==> config.mk <==
export PLATFORM = sky130hd
export DESIGN_NAME = detector_moore
export DESIGN_NICKNAME = d
export VERILOG_FILES = /design/src/rtl/detector_moore_pkg.sv /design/src/rtl/detector_moore.sv
export SDC_FILE = /design/constraint.sdc
export NUM_CORES = 1
export LEC_CHECK = 0
export ABC_AREA = 1
export CAP_MARGIN = 20
export CORE_AREA = 4 4 41 43
export CTS_CLUSTER_SIZE = 40
export DETAILED_ROUTE_END_ITERATION = 10
export DIE_AREA = 0 0 45 47
export PLACE_DENSITY = 0.3
export SLEW_MARGIN = 30
export SYNTH_ARGS = -nofsm -noshare
export SYNTH_HDL_FRONTEND = slang
export SYNTH_SLANG_ARGS = --single-unit
export TNS_END_PERCENT = 20
==> constraint.sdc <==
create_clock -name clk -period 1 [get_ports clk]
set_input_delay 0.3 -clock clk [delete_from_list [all_inputs] [get_ports clk]]
set_output_delay 0.3 -clock clk [all_outputs]
set_load 0.005 [all_outputs]
==> src/rtl/detector_moore_pkg.sv <==
// rtl/detector_moore_pkg.sv - state type and width for the 1110 Moore detector
package detector_moore_pkg;

    localparam int STATE_W = 3;

    typedef enum logic [STATE_W-1:0] {
        S0 = 3'd0,
        S1 = 3'd1,
        S2 = 3'd2,
        S3 = 3'd3,
        S4 = 3'd4
    } state_t;

endpackage

==> src/rtl/detector_moore.sv <==
// rtl/detector_moore.sv - Moore FSM flagging every (overlapping) 1110 in a serial stream
module detector_moore
    import detector_moore_pkg::*;
(
    input  logic clk,
    input  logic rst,
    input  logic x,
    output logic detected
);

    state_t state_q;
    state_t state_d;

    always_ff @(posedge clk or posedge rst) begin
        if (rst) begin
            state_q <= S0;
        end else begin
            state_q <= state_d;
        end
    end

    always_comb begin
        state_d = S0;
        case (state_q)
            S0:      state_d = x ? S1 : S0;
            S1:      state_d = x ? S2 : S0;
            S2:      state_d = x ? S3 : S0;
            // Any run of three or more ones parks here until the closing zero.
            S3:      state_d = x ? S3 : S4;
            S4:      state_d = x ? S1 : S0;
            default: state_d = S0;
        endcase
    end

    assign detected = (state_q == S4);

endmodule

======== After elaboration in Yosys (flattened, before gate mapping) ========
Cells that the tools add are included.
operators by class
  equality and inequality tests ........... 4
  reduce and logical (&&, ||, !) cells .... 2
  muxes and demuxes ....................... 5
operator list
  kind                                            count
  case mux 3 bit (4 select lines)                 1
  == test 3 x 2 -> 1 bit (second input constant)  2
  two-way mux 2 bit                               2
  == test 3 x 1 -> 1 bit (second input constant)  1
  == test 3 bit (second input constant)           1
  zero test 3 bit                                 1
  two-way mux 3 bit                               1
  OR reduction 2 bit                              1
  two-way mux 1 bit                               1
word-level totals
  word-level logic and storage cells ...... 12
  output and inout port bits .............. 1
  bits in registers ....................... 3

======== Longest topological paths before layout ========
Gate-level depths: netlist of run 1.
  word-level depth ........................ 3
  gate-level depth with buffers ........... 4
  depth with buffers taken out ............ 4

======== Least setup slack after synthesis of run 1 ========
OpenSTA, ideal clock, no wires.
  kind .................................... reg2out
  start point ............................. reg state_q[0]
  end point ............................... out detected
  cell stages (with the launch flop) ...... 4
  arrival time ............................ 0.570 ns
  buffers on the path ..................... 0
  setup slack ............................. 0.130 ns
  cell sequence ........................... dfrtp_1 > inv_1 > nand2_2 > nor2_1
between the ends
  longest elaborated chain between the ends .. 1
ends and longest elaborated chain
  what                    line                  text
  start, declared         detector_moore.sv:11  state_t state_q;
  start signal, assigned  detector_moore.sv:18  state_q <= state_d;
  == test 3 bit           detector_moore.sv:35  assign detected = (state_q == S4);
  end, declared           detector_moore.sv:8   output logic detected
No other way between the ends.

======== Worst setup path in the final report of run 1 ========
  start point ............................. reg state_q[1]
  end point ............................... out detected
Same word-level chain as after synthesis.

==> run metrics, run 1 <==
outcome=finished with violations; failing checks=setup timing; worst-margin pin slew=180 ps; Layout Nets=27; Post-DRT Antenna Nets=0; Diodes inserted=0; max reg flops=3; # DRC=0; overall routing resource usage=3.56%; Die Y=47 µm; Yosys cell types=7; Finished Cell Area=205 µm²; clk buf depth=2; min Tclk post-route=1190 ps; Cells after Synth=15; CTS Hold Bufs=0; WL per Instance=6.63 µm; final setup violation count=1; CP Data Required Time=700 ps; CP Data Arrival Time=890 ps; Max Cap Viol=0; Max-slew headroom=87.9%; clock latency on the worst-skew pair=230 ps; Routed WL=252 µm; # rows=13; Largest Register=state_q; area of placed instances=181 µm²; launch point of the worst reg-to-reg path=state_q[1]; Pins Over Slew Limit=0; Area Overhead vs Synth=64.0%; Worst R2R End=state_q[0]; RSZ-0062 raised after global routing=true; PortBufs=3; vias in the first global route=134; num ports=4; via count=107; H-tree Lvls=1; CP Launch Type=flop; syn nets=18; Seq/Total Area, Yosys=60.0%; first-pass GRT wire length=448 µm; final worst-path cycle share=119%; Starting Density=9.62%; most common cell after layout, fill and taps aside=inv_1; Largest regs=state_q (3); CP endpoint kind=output pin; clock skew=0.284 ps; critical path fanouts, max=2; maximum clock rate=843 MHz; Vias/cell=2.82; Detailed Routing Iterations Pass 1=1; Root Buffer=clkbuf_4; CTS tree=done; Worst-path clk slew=40 ps; Yosys warnings=0; Final WS setup=-187 ps; Core ar.=1300 µm²; Fin. Hold Viols=0; setup slack, reg-to-reg=180 ps; first-iteration detailed-routing DRC count=0; GPL Wtd Cong=0.544; Avg Cell Area, Syn=8.34 µm²; pwr dens=1960 nW/µm²; commonest cells after routing, fill and taps aside=inv_1, clkbuf_4, dfrtp_1, nand2_1, clkdlybuf4s50_1; Post-Syn Area=125 µm²; fraction of layout cells with a size suffix above 1=34.8%; Die ar.=2120 µm²; initial antenna violation count=0; grt ovf=0; CTS sink cnt=3; IR Drop Worst-Case VDD=0.521 mV; Die Width=45 µm; #FFs+latches synth=3; leak pwr=0.104 nW; R2R cell count=4; total CTS buffers=3; pin count of the biggest net entering global routing=4; WS Path Type=reg2out; Pwr Total=0.403 mW; min-delay worst type=in2async
[where the power goes]
group	switching (mW)	total (mW)	internal, mW
logic	0.0270	0.0544	0.0274
registers	0.00510	0.139	0.134
clock network	0.0600	0.209	0.149
total	0.0921	0.403	0.311
[layout make-up]
class                           instances  area, µm²
Timing Repair Buffer                    4       32.5
Tap cell                               15       18.8
Sequential cell                         3       75.1
Clock buffer                            4       26.3
Inverter                                5       18.8
Multi-Input combinational cell          7       33.8
Fill cell                             153       1100
[routing by layer]
layer | part of all wire [%] | up-vias | GRT usage, %
li1 | - | 58 | -
met1 | 42 | 45 | 3.20
met2 | 44 | 4 | 4.24
met3 | 14 | 0 | 1.53
met4 | 0 | 0 | 7.02
met5 | 0 | - | 0
[per-stage QoR]
stage	setup TNS (ps)	instances	util (%)	hold slack, ps	setup WS [ps]
after global routing	-266	38	15.8	263	-266
after detailed placement	-546	34	13.9	418	-373
after global placement	-514	34	13.9	423	-352
after CTS	-226	38	15.6	221	-226
final	-187	38	15.8	231	-187
after floorplan	0	15	-	53.6	130
[synth_stat cells]
cell type | count | area share, %
inv_1 | 5 | 15
dfrtp_1 | 3 | 60
nand2_1 | 2 | 6.0
nor2_1 | 2 | 6.0
a21oi_1 | 1 | 4.0
nand2_2 | 1 | 5.0
nor3_1 | 1 | 4.0
[what timing repair did]
action | CTS | global route
endpoints found under the hold margin | 0 | 0
pin swaps | 0 | 0
cloned | 0 | 0
gates resized for setup | 5 | 1
setup endpoints to repair | 1 | 1
buffers inserted | 0 | 0
[kinds of logic (layout without fill, tap and decap cells)]
kind of cell	count (synthesis)	in the layout	share of synthesized area (%)
AOI/OAI and AO/OA	1	1	4.00
buffers and inverters	5	13	15.0
DFF	3	3	60.0
and+or+nand+nor	6	6	21.0
[worst max path at each step]
stage | start | endpoint | slack (ps) | cells past startpoint
after floorplan | state_q[0] | detected | 130 | 3
after global placement | state_q[0] | detected | -350 | 4
after detailed placement | state_q[0] | detected | -370 | 4
after CTS | state_q[1] | detected | -230 | 4
after global routing | state_q[1] | detected | -270 | 4
final | state_q[1] | detected | -190 | 4
[worst max-delay path, stage by stage (launching register included)]
cell     delay [ps]
dfrtp_1         360
inv_1            70
nand2_2          50
nor2_2           70
buf_2           110
(Power assumes the default switching activity.)
==> inputs of run 2 (changes only) <==
--- a/config.mk
+++ b/config.mk
@@ -7,13 +7,12 @@
 export LEC_CHECK = 0
 export ABC_AREA = 1
 export CAP_MARGIN = 20
-export CORE_AREA = 4 4 41 43
+export CORE_AREA = 2 2 39 41
 export CTS_CLUSTER_SIZE = 40
 export DETAILED_ROUTE_END_ITERATION = 10
-export DIE_AREA = 0 0 45 47
+export DIE_AREA = 0 0 41 43
 export PLACE_DENSITY = 0.3
 export SLEW_MARGIN = 30
 export SYNTH_ARGS = -nofsm -noshare
 export SYNTH_HDL_FRONTEND = slang
 export SYNTH_SLANG_ARGS = --single-unit
-export TNS_END_PERCENT = 20
==> run 2 against run 1 <==
The run still ends with setup timing left. Critical path type unchanged. Critical path depth unchanged. Wire length up 2.0%. Non-clock buffer count unchanged. Sequential cell count unchanged. Sequential share of layout area up 0.22 points. Via count up 3.7%. Global-route usage up 0.77 points. Count of clock-buffer cells in the layout unchanged. Maximum frequency down 0.37%.
==> run metrics, run 2 (same netlist as run 1, synthesis figures left out) <==
first-iteration detailed-routing DRC count=1; max reg flops=3; register area=75.1 µm²; Critical-path top delay cell=dfrtp_1; fin util=14.7%; CP bufs+invs=2; total CTS buffers=3; first-pass GRT wire length=400 µm; clk buf depth=2; setup bufs post-CTS=0; Pins Over Slew Limit=0; commonest cells after routing, fill and taps aside=inv_1, clkbuf_4, dfrtp_1; R2R cell count=4; clock latency on the worst-skew pair=230 ps; CP endpoint kind=output pin; # DRC=0; num ports=4; Vias/cell=2.85; CTS Hold Bufs=0; CP Data Arrival Time=890 ps; slowest stage delay, CP=390 ps; failing checks=setup timing; min Tclk post-route=1190 ps; CP Data Required Time=700 ps; Largest regs=state_q (3); grt ovf=0; Critical Path Stages=4; leak pwr=0.104 nW; pin count of the biggest net entering global routing=4; overall routing resource usage=4.33%; Max Cap Viol=0; Starting Density=9.04%; Root Buffer=clkbuf_4; final worst-path cycle share=119%; H-tree Lvls=1; Total Negative Setup Slacks=-191 ps; fin cells=39; CTS tree=done; outcome=finished with violations; pwr dens=1970 nW/µm²; Worst Setup SP=state_q[1]; Detailed Routing Iterations Pass 1=4; IR Drop Worst-Case VDD=0.488 mV; RSZ-0062 raised after global routing=true; vias in the first global route=111; min-delay worst type=in2async; fraction of layout cells with a size suffix above 1=34.8%; delay-heaviest family, CP=flip-flops; Routed WL=257 µm; Die ar.=1760 µm²; WS Path Type=reg2out; GPL Wtd Cong=0.623; Worst R2R End=state_q[0]; CTS sink cnt=3; Placed Cells=35; initial antenna violation count=0; area of placed instances=183 µm²; maximum clock rate=840 MHz; Final WS setup=-191 ps; Core ar.=1380 µm²; launch point of the worst reg-to-reg path=state_q[1]; crit-path cells=inv_2 > nand2_2 > nor2_1 > buf_2; via count=111; fill count=148; CP Launch Type=flop; Die Width=41 µm; setup slack, reg-to-reg=170 ps; Post-DRT Antenna Nets=0; Die Y=43 µm; critical path fanouts, max=2; Diodes inserted=0; Worst-path clk slew=40 ps; Area Overhead vs Synth=63.0%; # rows=14; Worst Setup EP=detected; final setup violation count=1; Layout Nets=27; Largest Register=state_q; Finished Cell Area=204 µm²; area of the multi-input gates=31.3 µm²; clock skew=1.29 ps; worst-margin pin slew=167 ps; PortBufs=3; Max-slew headroom=88.8%; Fin. Hold Viols=0; WL per Instance=6.59 µm
run 2: cell counts in the layout (fill, tap and decap cells not counted):
No cell type changed its count.
run 2: worst reg2reg max path, delay by kind of cell, from the launching register on:
family | cells | cell delay [ps]
flops | 1 | 390
buf+inv | 2 | 190
compound gates | 1 | 140
simple gates | 1 | 40
run 2: metrics by stage:
| stage | total power [mW] | hold WS [ps] | setup slack, ps |
|---|---|---|---|
| final | 0.403 | 236 | -191 |
| after CTS | 0.418 | 230 | -214 |
| after global placement | 0.191 | 415 | -344 |
| after global routing | 0.436 | 248 | -259 |
| after floorplan | 0.166 | 53.6 | 130 |
| after detailed placement | 0.195 | 426 | -356 |
run 2: how the worst min path moves through the flow:
stage / endpoint / slack, ps / cells after the start
global placement: state_q[1] / 410 / 1
detailed placement: state_q[1] / 430 / 1
CTS: state_q[0] / 230 / 2
global route: state_q[0] / 250 / 2
floorplan: state_q[0] / 50 / 1
finish: state_q[0] / 240 / 2
run 2: routing by layer:
layer / wire length, µm / GRT usage (%)
met1: 109 / 4.53
met2: 112 / 3.44
met3: 34 / 1.57
met4: 0 / 10.0
met5: 0 / 0
run 2: what timing repair did:
action | 4_1_cts | 5_1_grt
resized for setup | 5 | 1
hold endpoints to repair | 0 | 0
endpoints found under the setup margin | 1 | 1
run 2: area by class of cell:
class / instances / area share (%)
tap: 16 / 9.82
sequential: 3 / 36.8
inverter: 5 / 9.20
multi-input combinational: 7 / 15.3
clock buffer: 4 / 12.9
timing repair buffer: 4 / 16.0
run 2: power breakdown:
group | switching (mW) | internal, mW | total [mW] | leakage (nW)
Combinational | 0.0262 | 0.0274 | 0.0536 | 0.0500
Clock | 0.0591 | 0.149 | 0.208 | 0.0150
Sequential | 0.00681 | 0.134 | 0.141 | 0.0394
Total | 0.0921 | 0.311 | 0.403 | 0.104
